File: src/rtl/bht_update_ctrl_pkg.sv
// Shared types, table geometry and 2-bit saturating-counter helpers for the BHT
// update path; the counter helpers are also used by the predictor.
package bht_update_ctrl_pkg;

    localparam int BHT_SIZE       = 256;
    localparam int IDX_W          = 8;
    localparam int HISTORY_LENGTH = 2;
    localparam int FIFO_DEPTH     = 4;

    localparam logic [HISTORY_LENGTH-1:0] SN = 2'b00;
    localparam logic [HISTORY_LENGTH-1:0] WN = 2'b01;
    localparam logic [HISTORY_LENGTH-1:0] WT = 2'b10;
    localparam logic [HISTORY_LENGTH-1:0] ST = 2'b11;

    localparam logic [HISTORY_LENGTH-1:0] INIT_STATE = WN;

    typedef enum logic {
        INIT = 1'b0,
        RUN  = 1'b1
    } bht_state_e;

    typedef struct packed {
        logic [IDX_W-1:0] idx;
        logic             taken;
    } upd_entry_t;

    function automatic logic [HISTORY_LENGTH-1:0] sat_inc(input logic [HISTORY_LENGTH-1:0] c);
        return (c == ST) ? ST : c + HISTORY_LENGTH'(1);
    endfunction

    function automatic logic [HISTORY_LENGTH-1:0] sat_dec(input logic [HISTORY_LENGTH-1:0] c);
        return (c == SN) ? SN : c - HISTORY_LENGTH'(1);
    endfunction

endpackage

File: src/rtl/bht_upd_fifo.sv
// Small synchronous FIFO holding resolved-branch updates awaiting their BHT write.
// A clear takes priority over any push or pop in the same cycle.
module bht_upd_fifo #(
    parameter int DW    = 9,
    parameter int DEPTH = 4
) (
    input  logic          clk,
    input  logic          rst_ni,
    input  logic          clear_i,
    input  logic          push_i,
    input  logic [DW-1:0] wdata_i,
    input  logic          pop_i,
    output logic [DW-1:0] rdata_o,
    output logic          full_o,
    output logic          empty_o
);

    localparam int AW = $clog2(DEPTH);

    logic [DW-1:0] mem_q [DEPTH];
    logic [DW-1:0] mem_d [DEPTH];
    logic [AW-1:0] wr_ptr_q, wr_ptr_d;
    logic [AW-1:0] rd_ptr_q, rd_ptr_d;
    logic [AW:0]   cnt_q, cnt_d;
    logic          do_push, do_pop;

    assign full_o  = (cnt_q == (AW+1)'(DEPTH));
    assign empty_o = (cnt_q == '0);
    assign rdata_o = mem_q[rd_ptr_q];
    assign do_push = push_i && !full_o;
    assign do_pop  = pop_i && !empty_o;

    always_comb begin
        mem_d    = mem_q;
        wr_ptr_d = wr_ptr_q;
        rd_ptr_d = rd_ptr_q;
        cnt_d    = cnt_q;
        if (clear_i) begin
            wr_ptr_d = '0;
            rd_ptr_d = '0;
            cnt_d    = '0;
        end else begin
            if (do_push) begin
                mem_d[wr_ptr_q] = wdata_i;
                wr_ptr_d        = wr_ptr_q + AW'(1);
            end
            if (do_pop) begin
                rd_ptr_d = rd_ptr_q + AW'(1);
            end
            cnt_d = cnt_q + (AW+1)'(do_push) - (AW+1)'(do_pop);
        end
    end

    always_ff @(posedge clk or negedge rst_ni) begin
        if (!rst_ni) begin
            for (int i = 0; i < DEPTH; i++) begin
                mem_q[i] <= '0;
            end
            wr_ptr_q <= '0;
            rd_ptr_q <= '0;
            cnt_q    <= '0;
        end else begin
            mem_q    <= mem_d;
            wr_ptr_q <= wr_ptr_d;
            rd_ptr_q <= rd_ptr_d;
            cnt_q    <= cnt_d;
        end
    end

endmodule

File: src/rtl/bht_update_ctrl.sv
// Owner of the BHT write port: sweeps INIT_STATE into every entry after reset or
// flush, then retires queued branch resolutions as saturating-counter updates.
//
// state | meaning
// INIT  | sweep writing INIT_STATE to index sweep_idx; updates refused
// RUN   | accept updates into the FIFO, retire the head one per cycle
module bht_update_ctrl
    import bht_update_ctrl_pkg::*;
(
    input  logic                      clk,
    input  logic                      rst_ni,
    input  logic                      flush_req_i,
    input  logic                      upd_valid_i,
    input  logic [31:0]               upd_pc_i,
    input  logic                      upd_taken_i,
    output logic                      upd_ready_o,
    output logic [IDX_W-1:0]          bht_rd_addr_o,
    input  logic [HISTORY_LENGTH-1:0] bht_rd_data_i,
    output logic                      bht_we_o,
    output logic [IDX_W-1:0]          bht_wr_addr_o,
    output logic [HISTORY_LENGTH-1:0] bht_wr_data_o,
    output logic                      busy_o,
    output logic [7:0]                drop_cnt_o
);

    bht_state_e       state_q, state_d;
    logic [IDX_W-1:0] sweep_idx_q, sweep_idx_d;
    logic [7:0]       drop_cnt_q, drop_cnt_d;

    upd_entry_t fifo_wdata, fifo_rdata;
    logic       fifo_push, fifo_pop, fifo_clear, fifo_full, fifo_empty;
    logic       ready;
    logic       unused_pc;

    assign unused_pc  = ^{upd_pc_i[31:IDX_W+2], upd_pc_i[1:0]};
    assign fifo_wdata = '{idx: upd_pc_i[IDX_W+1:2], taken: upd_taken_i};

    bht_upd_fifo #(
        .DW    ($bits(upd_entry_t)),
        .DEPTH (FIFO_DEPTH)
    ) u_fifo (
        .clk     (clk),
        .rst_ni  (rst_ni),
        .clear_i (fifo_clear),
        .push_i  (fifo_push),
        .wdata_i (fifo_wdata),
        .pop_i   (fifo_pop),
        .rdata_o (fifo_rdata),
        .full_o  (fifo_full),
        .empty_o (fifo_empty)
    );

    assign bht_rd_addr_o = fifo_rdata.idx;
    assign drop_cnt_o    = drop_cnt_q;
    assign upd_ready_o   = ready;

    always_comb begin
        state_d       = state_q;
        sweep_idx_d   = sweep_idx_q;
        drop_cnt_d    = drop_cnt_q;
        fifo_push     = 1'b0;
        fifo_pop      = 1'b0;
        fifo_clear    = 1'b0;
        ready         = 1'b0;
        busy_o        = 1'b0;
        bht_we_o      = 1'b0;
        bht_wr_addr_o = fifo_rdata.idx;
        bht_wr_data_o = fifo_rdata.taken ? sat_inc(bht_rd_data_i) : sat_dec(bht_rd_data_i);

        case (state_q)
            INIT: begin
                busy_o        = 1'b1;
                bht_we_o      = 1'b1;
                bht_wr_addr_o = sweep_idx_q;
                bht_wr_data_o = INIT_STATE;
                if (flush_req_i) begin
                    sweep_idx_d = '0;
                end else if (sweep_idx_q == IDX_W'(BHT_SIZE - 1)) begin
                    sweep_idx_d = '0;
                    state_d     = RUN;
                end else begin
                    sweep_idx_d = sweep_idx_q + IDX_W'(1);
                end
            end
            RUN: begin
                // ready comes from registered occupancy only, never from this cycle's pop
                ready    = !fifo_full;
                bht_we_o = !fifo_empty;
                fifo_pop = !fifo_empty;
                if (flush_req_i) begin
                    state_d     = INIT;
                    sweep_idx_d = '0;
                    fifo_clear  = 1'b1;
                end else begin
                    fifo_push = upd_valid_i && ready;
                end
            end
            default: begin
                state_d     = INIT;
                sweep_idx_d = '0;
            end
        endcase

        if (upd_valid_i && !ready && (drop_cnt_q != 8'hFF)) begin
            drop_cnt_d = drop_cnt_q + 8'd1;
        end
    end

    always_ff @(posedge clk or negedge rst_ni) begin
        if (!rst_ni) begin
            state_q     <= INIT;
            sweep_idx_q <= '0;
            drop_cnt_q  <= '0;
        end else begin
            state_q     <= state_d;
            sweep_idx_q <= sweep_idx_d;
            drop_cnt_q  <= drop_cnt_d;
        end
    end

endmodule
File: config.mk
export PLATFORM = sky130hd
export DESIGN_NAME = bht_update_ctrl
export DESIGN_NICKNAME = d
export VERILOG_FILES = /design/src/rtl/bht_update_ctrl_pkg.sv /design/src/rtl/bht_upd_fifo.sv /design/src/rtl/bht_update_ctrl.sv
export SDC_FILE = /design/constraint.sdc
export NUM_CORES = 1
export LEC_CHECK = 0
export CORE_MARGIN = 8
export CORE_UTILIZATION = 47
export CTS_BUF_LIST = sky130_fd_sc_hd__clkbuf_8
export DETAILED_ROUTE_END_ITERATION = 16
export GPL_TIMING_DRIVEN = 0
export PLACE_DENSITY = 0.79
export SLEW_MARGIN = 10
export SYNTH_ARGS = -nofsm -noshare
export SYNTH_HDL_FRONTEND = slang
export SYNTH_SLANG_ARGS = --single-unit
File: constraint.sdc
create_clock -name clk -period 2 [get_ports clk]
set_input_delay 0.2 -clock clk [delete_from_list [all_inputs] [get_ports clk]]
set_output_delay 0.2 -clock clk [all_outputs]
set_load 0.05 [all_outputs]
==> results.py <==
metrics = {
    "outcome": {
        "status": "complete, but fails checks",
        "violations": "negative setup slack",
    },
    "place": {
        "port_buffers": 43,
        "gp_congestion": 0.7905,
        "placed_area_sq_um": 3472,
        "dpl.hpwl_um": 4427,
    },
    "global_route": {
        "grt_remaining_overflow": 0,
        "grt_pass1_wl_um": 10680,
        "grt_max_degree": 61,
        "use_met1_pct": 18.15,
        "grt.met3_usage_pct": 4.173,
        "antenna_found_initial": 0,
        "grt_busiest_layer": "met2",
        "grtUsageMet2_pct": 25.78,
        "track_usage_pct": 15.56,
        "grt_pass1_vias": 2147,
    },
    "logic_synthesis": {
        "synthCells": 230,
        "synth_nets": 278,
        "synth_edf_count": 0,
        "yosysWarnings": 0,
        "synthArstFlopShare_pct": 100.0,
        "yosysSeqAreaShare_pct": 51.00,
        "avgSynthCellArea_sq_um": 12.80,
        "yosysUniqueCellTypes": 33,
        "synth_ff_type": "dfrtp_1",
        "ys_ff_latch": 60,
        "synth_area_sq_um": 2944,
    },
    "layout": {
        "final_cell_area_sq_um": 3797,
        "fillers": 479,
        "nets": 343,
        "layout_commonest_cell": "dfrtp_1",
        "drive_gt1_share_pct": 40.33,
        "multi_input_area_sq_um": 1439,
        "layout_common_cells": "dfrtp_1 (56), mux2_2 (37), clkdlybuf4s50_1 (21)",
        "area_delta_synth_final_pct": 28.98,
        "regArea_sq_um": 1506,
        "antennaDiodeCount": 0,
    },
    "clocking": {
        "path_clk_slew_ns": 0.07,
        "numCtsBuffers": 9,
        "htree_num_levels": 3,
        "cts_root_buf": "clkbuf_8",
        "clock_latency_ns": 0.34,
        "cts.sinks": 60,
        "clockBufferDepth": 2,
        "tritoncts": "yes",
    },
    "die": {
        "fp.dieH_um": 95.15,
        "fp.dieW_um": 95.15,
        "num_io_pins": 68,
        "initial_utilization_pct": 47.45,
        "rows": 29,
        "core_sq_um": 6205,
        "die_area_sq_um": 9053,
    },
    "flow_run": {
        "cap_violations": 0,
    },
    "timing": {
        "clock-skew-final_ns": 0.006457,
        "finalCriticalPeriod_ns": 2.118,
        "setup_tns_ns": -0.5859,
        "relSlewSlack_pct": 49.70,
        "setup_viol": 9,
        "finalCritPeriodShare_pct": 105.9,
        "rsz0062_at_grt": "yes",
        "final-hold-violation-count": 0,
        "maxSlewViolCount": 0,
        "worst_slack_ns": -0.1178,
        "worstMarginPinSlew_ns": 0.7545,
        "fmax_ghz": 0.4722,
    },
    "power_and_ir_drop": {
        "finalPower_mw": 3.277,
        "cellPowerDensity_nw_per_um2": 863.0,
        "irDropWorstVdd_uv": 702.8,
        "leakagePower_nw": 1.776,
    },
    "worst_setup_path": {
        "worst_setup_path_end_kind": "primary output",
        "critPathArrivalTime_ns": 1.92,
        "rrSetupSlack_ns": -0.06,
        "rr_startpoint": "u_fifo.cnt_q[1]$_DFF_PN0_",
        "crit_path_max_incr_delay_ns": 0.56,
        "timing.rr.end": "u_fifo.cnt_q[2]$_DFF_PN0_",
        "r2r_cells": 9,
        "crit_chain": "buf_8 -> mux4_2 -> mux2_4 -> buf_6",
        "critical_path_class": "flip-flop to primary output",
        "crit_fanout": 5,
        "crit_slowest_cell": "mux4_2",
        "cp_data_required_time_ns": 1.80,
        "crit_path_start_kind": "flip-flop",
    },
    "routing": {
        "dr.first_iter.drc_count": 89,
        "ant_nets": 0,
        "drt_wl_total_um": 6573,
        "dr.pass1.iters": 4,
        "remaining_drc_errors": 0,
        "vias": 2053,
        "viasPerCell": 5.446,
        "routedWlPerCell_um": 17.44,
    },
    "min_path": {
        "hold_class": "input port to async pin",
    },
}
synthesized netlist by cell type, types with 2 or more instances:
master    number  area share [%]
inv_1          9             1.1
nand2_1       16             2.0
o21ai_0        5            0.85
nor2_1        12             1.5
dfrtp_1       60              51
xnor2_1        4             1.2
or3_1          3            0.64
and2_1         2            0.42
buf_2          2            0.34
mux2i_1        3             1.0
mux2_1         3             1.1
nand3_1        5            0.85
mux4_2         9             6.9
nand4_1        2            0.42
nand2_2        4            0.85
nor2b_1        2            0.42
nor3_1         4            0.68
a21oi_1       12             2.0
xor2_1         6             1.8
clkbuf_1       2            0.26
ha_1           8             3.4
mux2_2        43              16
or4_1          2            0.51
o31ai_1        3            0.76
layout make-up:
cell class / count / share of cell area, %
tap: 77 / 2.537
inverter: 9 / 0.8896
buffer: 4 / 0.8237
timing repair buffer: 55 / 13.57
multi-input combinational: 156 / 37.89
clock inverter: 7 / 1.351
sequential: 60 / 39.67
clock buffer: 9 / 3.262
power breakdown:
| part | internal, mW | switching, mW |
|---|---|---|
| Combinational | 0.361 | 0.487 |
| Clock | 0.454 | 0.518 |
| Sequential | 1.32 | 0.135 |
| Total | 2.14 | 1.14 |
critical path: cells and delay by family (launching register included):
kind	cells	cell delay (ns)
DFF	1	0.42
buffers and inverters	2	0.30
muxes	2	0.85
how the worst max path moves through the flow:
stage,start,end,slack [ns],depth (start not counted)
global route,u_fifo.cnt_q[2]$_DFF_PN0_,u_fifo.cnt_q[2]$_DFF_PN0_,-0.17,9
finish,u_fifo.rd_ptr_q[0]$_DFFE_PN0P_,bht_wr_addr_o[2],-0.12,4
floorplan,u_fifo.cnt_q[1]$_DFF_PN0_,u_fifo.cnt_q[2]$_DFF_PN0_,0.005,9
CTS,u_fifo.rd_ptr_q[0]$_DFFE_PN0P_,bht_wr_addr_o[1],-0.15,5
detailed placement,u_fifo.rd_ptr_q[0]$_DFFE_PN0P_,bht_wr_addr_o[2],-0.50,4
global placement,rst_ni,u_fifo.cnt_q[1]$_DFF_PN0_,-1.36,1
registers in the layout (all words and copies together), names as in the netlist:
name / flops
state_q: 1
u_fifo.mem_q: 36
sweep_idx_q: 8
u_fifo.cnt_q: 3
u_fifo.rd_ptr_q: 2
drop_cnt_o: 8
u_fifo.wr_ptr_q: 2
stage by stage:
stage	hold WS [ns]	setup slack, ns	cells	utilization, %
floorplan	-0.09559	0.004839	230	-
global placement	0.4682	-1.358	350	56.00
detailed placement	0.3148	-0.4985	350	55.96
CTS	0.4963	-0.1511	375	60.62
global route	0.5242	-0.1737	377	61.20
finish	0.4516	-0.1178	377	61.20
what timing repair did:
item	4_1_cts	5_1_grt
resized for setup	124	20
buffers inserted	8	3
setup endpoints to repair	22	15
pin swaps	5	1
hold buffers	1	0
hold endpoints to repair	60	0
cloned	1	0
cell families after synthesis:
logic type / synth area share, %
DFF: 51.00
muxes: 25.50
AOI/OAI and AO/OA: 4.505
buffers and inverters: 1.870
and+or+nand+nor: 10.07
adders and majority gates: 4.080
xor gates and xnor gates: 2.975
routing by layer:
metal  up-vias  routed length, um
met5         -                  0
met4         0                136
met3         9                235
met2        31               3431
met1      1053               2769
li1        960                  -
(Power assumes the default switching activity.)
